File: src/rtl/player_ctrl.sv
// Player column controller: synchronises and debounces two raw buttons, then steps
// the column left/right on a divided tick. Optional macro PLAYER_CTRL_WRAP_EN wraps at edges.
module player_ctrl #(
  parameter int COL_MIN    = 0,
  parameter int COL_MAX    = 609,
  parameter int COL_INIT   = 305,
  parameter int STEP       = 4,
  parameter int STEP_DIV   = 262144,
  parameter int DEB_CYCLES = 65536
) (
  input  logic        clk,
  input  logic        rst,
  input  logic        btn_left,
  input  logic        btn_right,
  output logic [11:0] btn_col,
  output logic        moving,
  output logic        at_edge
);

  localparam int DW = $clog2(DEB_CYCLES + 1);
  localparam int SW = $clog2(STEP_DIV);

  localparam logic [DW-1:0] DEB_LAST   = DW'(DEB_CYCLES - 1);
  localparam logic [SW-1:0] STEP_LAST  = SW'(STEP_DIV - 1);
  localparam logic [11:0]   COL_MIN_C  = 12'(COL_MIN);
  localparam logic [11:0]   COL_MAX_C  = 12'(COL_MAX);
  localparam logic [11:0]   COL_INIT_C = 12'(COL_INIT);
  localparam logic [11:0]   STEP_C     = 12'(STEP);
  localparam logic [11:0]   LEFT_LIM   = 12'(COL_MIN + STEP);

  typedef enum logic [1:0] {
    IDLE,
    MOVE_L,
    MOVE_R
  } state_t;

  // Bit 0 is the left button, bit 1 the right button throughout.
  logic [1:0]    sync1_q, sync1_d;
  logic [1:0]    sync2_q, sync2_d;
  logic [1:0]    deb_q, deb_d;
  logic [DW-1:0] deb_cnt_q [2];
  logic [DW-1:0] deb_cnt_d [2];
  state_t        state_q, state_d;
  logic [SW-1:0] step_cnt_q, step_cnt_d;
  logic [11:0]   col_q, col_d;
  logic          tick;

  always_comb begin
    sync1_d = {btn_right, btn_left};
    sync2_d = sync1_q;
    for (int unsigned i = 0; i < 2; i++) begin
      deb_d[i]     = deb_q[i];
      deb_cnt_d[i] = '0;
      if (sync2_q[i] != deb_q[i]) begin
        if (deb_cnt_q[i] == DEB_LAST) begin
          deb_d[i] = sync2_q[i];
        end else begin
          deb_cnt_d[i] = deb_cnt_q[i] + 1'b1;
        end
      end
    end
  end

  always_comb begin
    state_d = state_q;
    unique case (state_q)
      IDLE: begin
        if (deb_q[0] && !deb_q[1]) begin
          state_d = MOVE_L;
        end else if (deb_q[1] && !deb_q[0]) begin
          state_d = MOVE_R;
        end
      end
      MOVE_L:  if (!deb_q[0] || deb_q[1]) state_d = IDLE;
      MOVE_R:  if (!deb_q[1] || deb_q[0]) state_d = IDLE;
      default: state_d = IDLE;
    endcase
  end

  assign tick = (state_q != IDLE) && (step_cnt_q == STEP_LAST);

  always_comb begin
    step_cnt_d = '0;
    if (state_q != IDLE && !tick) begin
      step_cnt_d = step_cnt_q + 1'b1;
    end
  end

  // Compare before subtracting/adding so the 12-bit arithmetic never wraps.
  always_comb begin
    col_d = col_q;
    if (tick) begin
      if (state_q == MOVE_L) begin
        if (col_q >= LEFT_LIM) begin
          col_d = col_q - STEP_C;
        end else begin
`ifdef PLAYER_CTRL_WRAP_EN
          col_d = (col_q == COL_MIN_C) ? COL_MAX_C : COL_MIN_C;
`else
          col_d = COL_MIN_C;
`endif
        end
      end else if (state_q == MOVE_R) begin
        if ((col_q + STEP_C) <= COL_MAX_C) begin
          col_d = col_q + STEP_C;
        end else begin
`ifdef PLAYER_CTRL_WRAP_EN
          col_d = (col_q == COL_MAX_C) ? COL_MIN_C : COL_MAX_C;
`else
          col_d = COL_MAX_C;
`endif
        end
      end
    end
  end

  always_ff @(posedge clk or negedge rst) begin
    if (!rst) begin
      sync1_q    <= '0;
      sync2_q    <= '0;
      deb_q      <= '0;
      deb_cnt_q  <= '{default: '0};
      state_q    <= IDLE;
      step_cnt_q <= '0;
      col_q      <= COL_INIT_C;
    end else begin
      sync1_q    <= sync1_d;
      sync2_q    <= sync2_d;
      deb_q      <= deb_d;
      deb_cnt_q  <= deb_cnt_d;
      state_q    <= state_d;
      step_cnt_q <= step_cnt_d;
      col_q      <= col_d;
    end
  end

  assign btn_col = col_q;
  assign moving  = (state_q != IDLE);
  assign at_edge = (col_q == COL_MIN_C) || (col_q == COL_MAX_C);

  a_col_range: assert property (@(posedge clk) disable iff (!rst)
    (col_q >= COL_MIN_C) && (col_q <= COL_MAX_C));

endmodule

File: config.mk
export PLATFORM = sky130hd
export DESIGN_NAME = player_ctrl
export DESIGN_NICKNAME = d
export VERILOG_FILES = /design/src/rtl/player_ctrl.sv
export SDC_FILE = /design/constraint.sdc
export NUM_CORES = 1
export LEC_CHECK = 0
export BUFFER_PORTS_ARGS = -buffer_cell sky130_fd_sc_hd__buf_2
export CAP_MARGIN = 20
export CELL_PAD_IN_SITES_DETAIL_PLACEMENT = 2
export CELL_PAD_IN_SITES_GLOBAL_PLACEMENT = 2
export CORE_MARGIN = 2
export CORE_UTILIZATION = 37
export CTS_BUF_LIST = sky130_fd_sc_hd__clkbuf_4 sky130_fd_sc_hd__clkbuf_8
export DETAILED_ROUTE_END_ITERATION = 8
export GPL_TIMING_DRIVEN = 0
export PLACE_DENSITY_LB_ADDON = 0.15
export SLEW_MARGIN = 25
export SYNTH_ARGS = -nofsm -noshare
export SYNTH_HDL_FRONTEND = slang
export SYNTH_SLANG_ARGS = --single-unit
File: constraint.sdc
create_clock -name clk -period 2.18 [get_ports clk]
set_input_delay 0.436 -clock clk [delete_from_list [all_inputs] [get_ports clk]]
set_output_delay 0.436 -clock clk [all_outputs]
set_load 0.01 [all_outputs]
==> impl_metrics.toml <==
[outcome]
status = "complete, but fails checks"
failed_checks = "negative setup slack"

[floorplanning]
initial_core_util_pct = 37.87
die_area_um2 = 11360
die_h_um = 106.6
core_um2 = 10280
rows = 37
die-width_um = 106.6
io_pins = 18

[final_layout]
final_common_cell = "dfrtp_1"
layout.nets = 486
fillers = 1138
final_cell_area_um2 = 4750
drive_above_1_share_pct = 23.16
instances_no_fill = 611
diodes = 0
final_util_pct = 46.21
most-common-layout-cells = "dfrtp_1, nor2_1, nand2_1"
syn2layout_area_growth_pct = 22.02

[timing]
finalSetupViolations = 12
fin_crit_ps = 2458
finalHoldViolations = 0
relSlewSlack_pct = 55.95
fin_skew_ps = 26.38
tightest_slew_ps = 660.7
timing.hold.ws_ps = 13.56
rsz0062_at_grt = "true"
drv_slew = 0
worst_slack_ps = -277.9
fmax_ghz = 0.4068
post-route-period-util_pct = 112.7

[critical_path]
cp_max_fo = 4
cp.arrival_ps = 2750
crit_required_ps = 2470
path_class = "flop to flop"
critPathMaxStageDelay_ps = 490
worst_path_max_delay_cell = "or4b_4"
critPathTopFamily = "compound AO/OA/AOI/OAI gates"
cp-end-kind = "flop"
worst-path-buf-inv = 4
cp-start-kind = "flop"
crit_top_cell = "buf_6"
cp_cell_sequence = "buf_6, inv_6, buf_6, ha_4, or4b_4, o41ai_4, buf_4, nor4_4, a21oi_2, o221ai_2, a22o_1"

[clocking]
worstSkewPairLatency_ps = 360
cts_tree = "built"
cts_buffers = 9
ctsRootBufferMaster = "clkbuf_8"
path_clk_slew_ps = 90
holdBufCountCts = 0
h-tree-depth = 3
clock_path_buffers = 2
clock-sinks = 71

[detailed_routing]
dr.pass1.iters = 4
viasPerCell = 5.278
drcViolationCount = 0
routed_wl_um = 11260
drt-initial-drc-count = 61
wl_per_cell_um = 18.43
detail-route-antenna-nets = 0
vias = 3225

[synth]
yosysSeqAreaShare_pct = 45.77
synth_ff_type = "dfrtp_1"
syn_inst = 416
async_flop_share_pct = 100.0
synthesis.area_um2 = 3892
syn-num-nets = 432
synth_edf_count = 0
syn_area_per_cell_um2 = 9.357
synthDistinctLibCells = 59
ys_ff_latch = 71
ys_warn_count = 0

[placement]
dp_cells = 569
place_area_um2 = 4180
place.gp.congestion = 0.7295
hpwl_um = 7050
io_buffers = 16

[run]
drv_cap = 0

[power]
power.total_w = 0.002488
ir_drop_mv = 0.2614
leakage_nw = 2.148
power.density_nw_per_um2 = 523.7

[global_routing]
grt_pass1_vias = 3572
grt_start_max_net_pins = 41
grt-ovfl-total = 0
grt_pass1_wl_um = 17850
grt_antenna_before_repair = 0
track_usage_pct = 20.08

[min_path]
hold_path_class = "input pin to asynchronous set/reset pin"
-- registers in the layout, indices dropped and copies added (netlist names) --
| register | cells |
|---|---|
| btn_col | 11 |
| step_cnt_q | 18 |
| deb_q | 2 |
| deb_cnt_q | 34 |
| sync1_q | 2 |
| state_q | 2 |
| sync2_q | 2 |
-- path summary, 6_finish.rpt --
| path | slack (ps) | cells past startpoint | startpoint | endpoint |
|---|---|---|---|---|
| setup / recovery | -280 | 11 | btn_col[2]$_DFFE_PN0P_ | btn_col[5]$_DFFE_PN1P_ |
| max in group asynchronous | 1530 | 2 | rst | btn_col[0]$_DFFE_PN1P_ |
| hold / removal | 10 | 1 | rst | btn_col[6]$_DFFE_PN0P_ |
| hold reg to reg | 360 | 0 | sync1_q[0]$_DFF_PN0_ | sync2_q[0]$_DFF_PN0_ |
| min in group clk | 190 | 1 | btn_right | sync1_q[1]$_DFF_PN0_ |
| setup reg to reg | -280 | 11 | btn_col[2]$_DFFE_PN0P_ | btn_col[5]$_DFFE_PN1P_ |
-- area by class of cell --
class / count / area (µm²) / share of cell area (%)
flip-flops and latches: 71 / 1782 / 37.51
repair buffers: 44 / 336.6 / 7.086
well taps: 136 / 170.2 / 3.583
clock buffers: 12 / 146.4 / 3.082
plain buffers: 18 / 125.1 / 2.634
inverters: 19 / 81.33 / 1.712
clock inverters: 4 / 48.80 / 1.027
multi-input cells: 307 / 2059 / 43.36
-- Yosys cell counts, types with 3 or more instances --
| library cell | count | share of area, % |
|---|---|---|
| xor2_1 | 29 | 6.5 |
| nand2b_1 | 4 | 0.64 |
| ha_1 | 12 | 3.9 |
| a31oi_1 | 6 | 0.96 |
| nand3_1 | 22 | 2.8 |
| and4_1 | 7 | 1.6 |
| nor3_1 | 6 | 0.77 |
| o21ai_1 | 6 | 0.77 |
| clkbuf_1 | 5 | 0.48 |
| nand2_1 | 37 | 3.6 |
| xnor2_1 | 17 | 3.8 |
| inv_1 | 19 | 1.8 |
| dfstp_2 | 4 | 2.7 |
| a22o_1 | 3 | 0.68 |
| nand4_1 | 8 | 1.3 |
| nand3b_1 | 3 | 0.58 |
| dfrtp_1 | 67 | 43 |
| o21ai_0 | 7 | 0.90 |
| nor2_1 | 69 | 6.7 |
| nor2b_1 | 5 | 0.80 |
| and3_1 | 14 | 2.2 |
| buf_2 | 11 | 1.4 |
| and2_1 | 4 | 0.64 |
| o22ai_1 | 3 | 0.48 |
| a21oi_1 | 7 | 0.90 |
-- where the power goes --
part / internal (W) / switching (W) / leakage (nW) / total [W]
Clock: 0.000566 / 0.000508 / 0.105 / 0.00107
Combinational: 0.0000223 / 0.0000483 / 1.08 / 0.0000705
Sequential: 0.00133 / 0.0000132 / 0.963 / 0.00134
-- metal layers --
| metal | vias up | track usage, % | wire length [µm] |
|---|---|---|---|
| li1 | 1519 | - | - |
| met1 | 1651 | 24.13 | 4863 |
| met2 | 41 | 35.62 | 5948 |
| met3 | 14 | 4.316 | 283 |
| met4 | 0 | 6.679 | 163 |
| met5 | - | 0 | 0 |
-- cells by family after synthesis --
logic type / synth area share, %
AOI/OAI and AO/OA: 9.933
xor gates and xnor gates: 10.35
adders and majority gates: 3.857
other: 0.09634
and+or+nand+nor: 24.78
buffers and inverters: 4.404
DFF: 45.77
muxes: 0.8036
-- stage by stage --
step / setup TNS (ps) / setup slack (ps)
floorplan: -2.838 / -2.838
global route: -3271 / -322.4
global placement: -1379 / -176.3
finish: -2142 / -277.9
detailed placement: -2961 / -216.3
CTS: -591.9 / -170.3
-- repair_timing --
action                                  CTS  global route
pin swaps                                11            14
buffers inserted                         14            13
endpoints found under the setup margin   21            33
gates resized for setup                  19            23
gates cloned                              1             0
(Power assumes the default switching activity.)
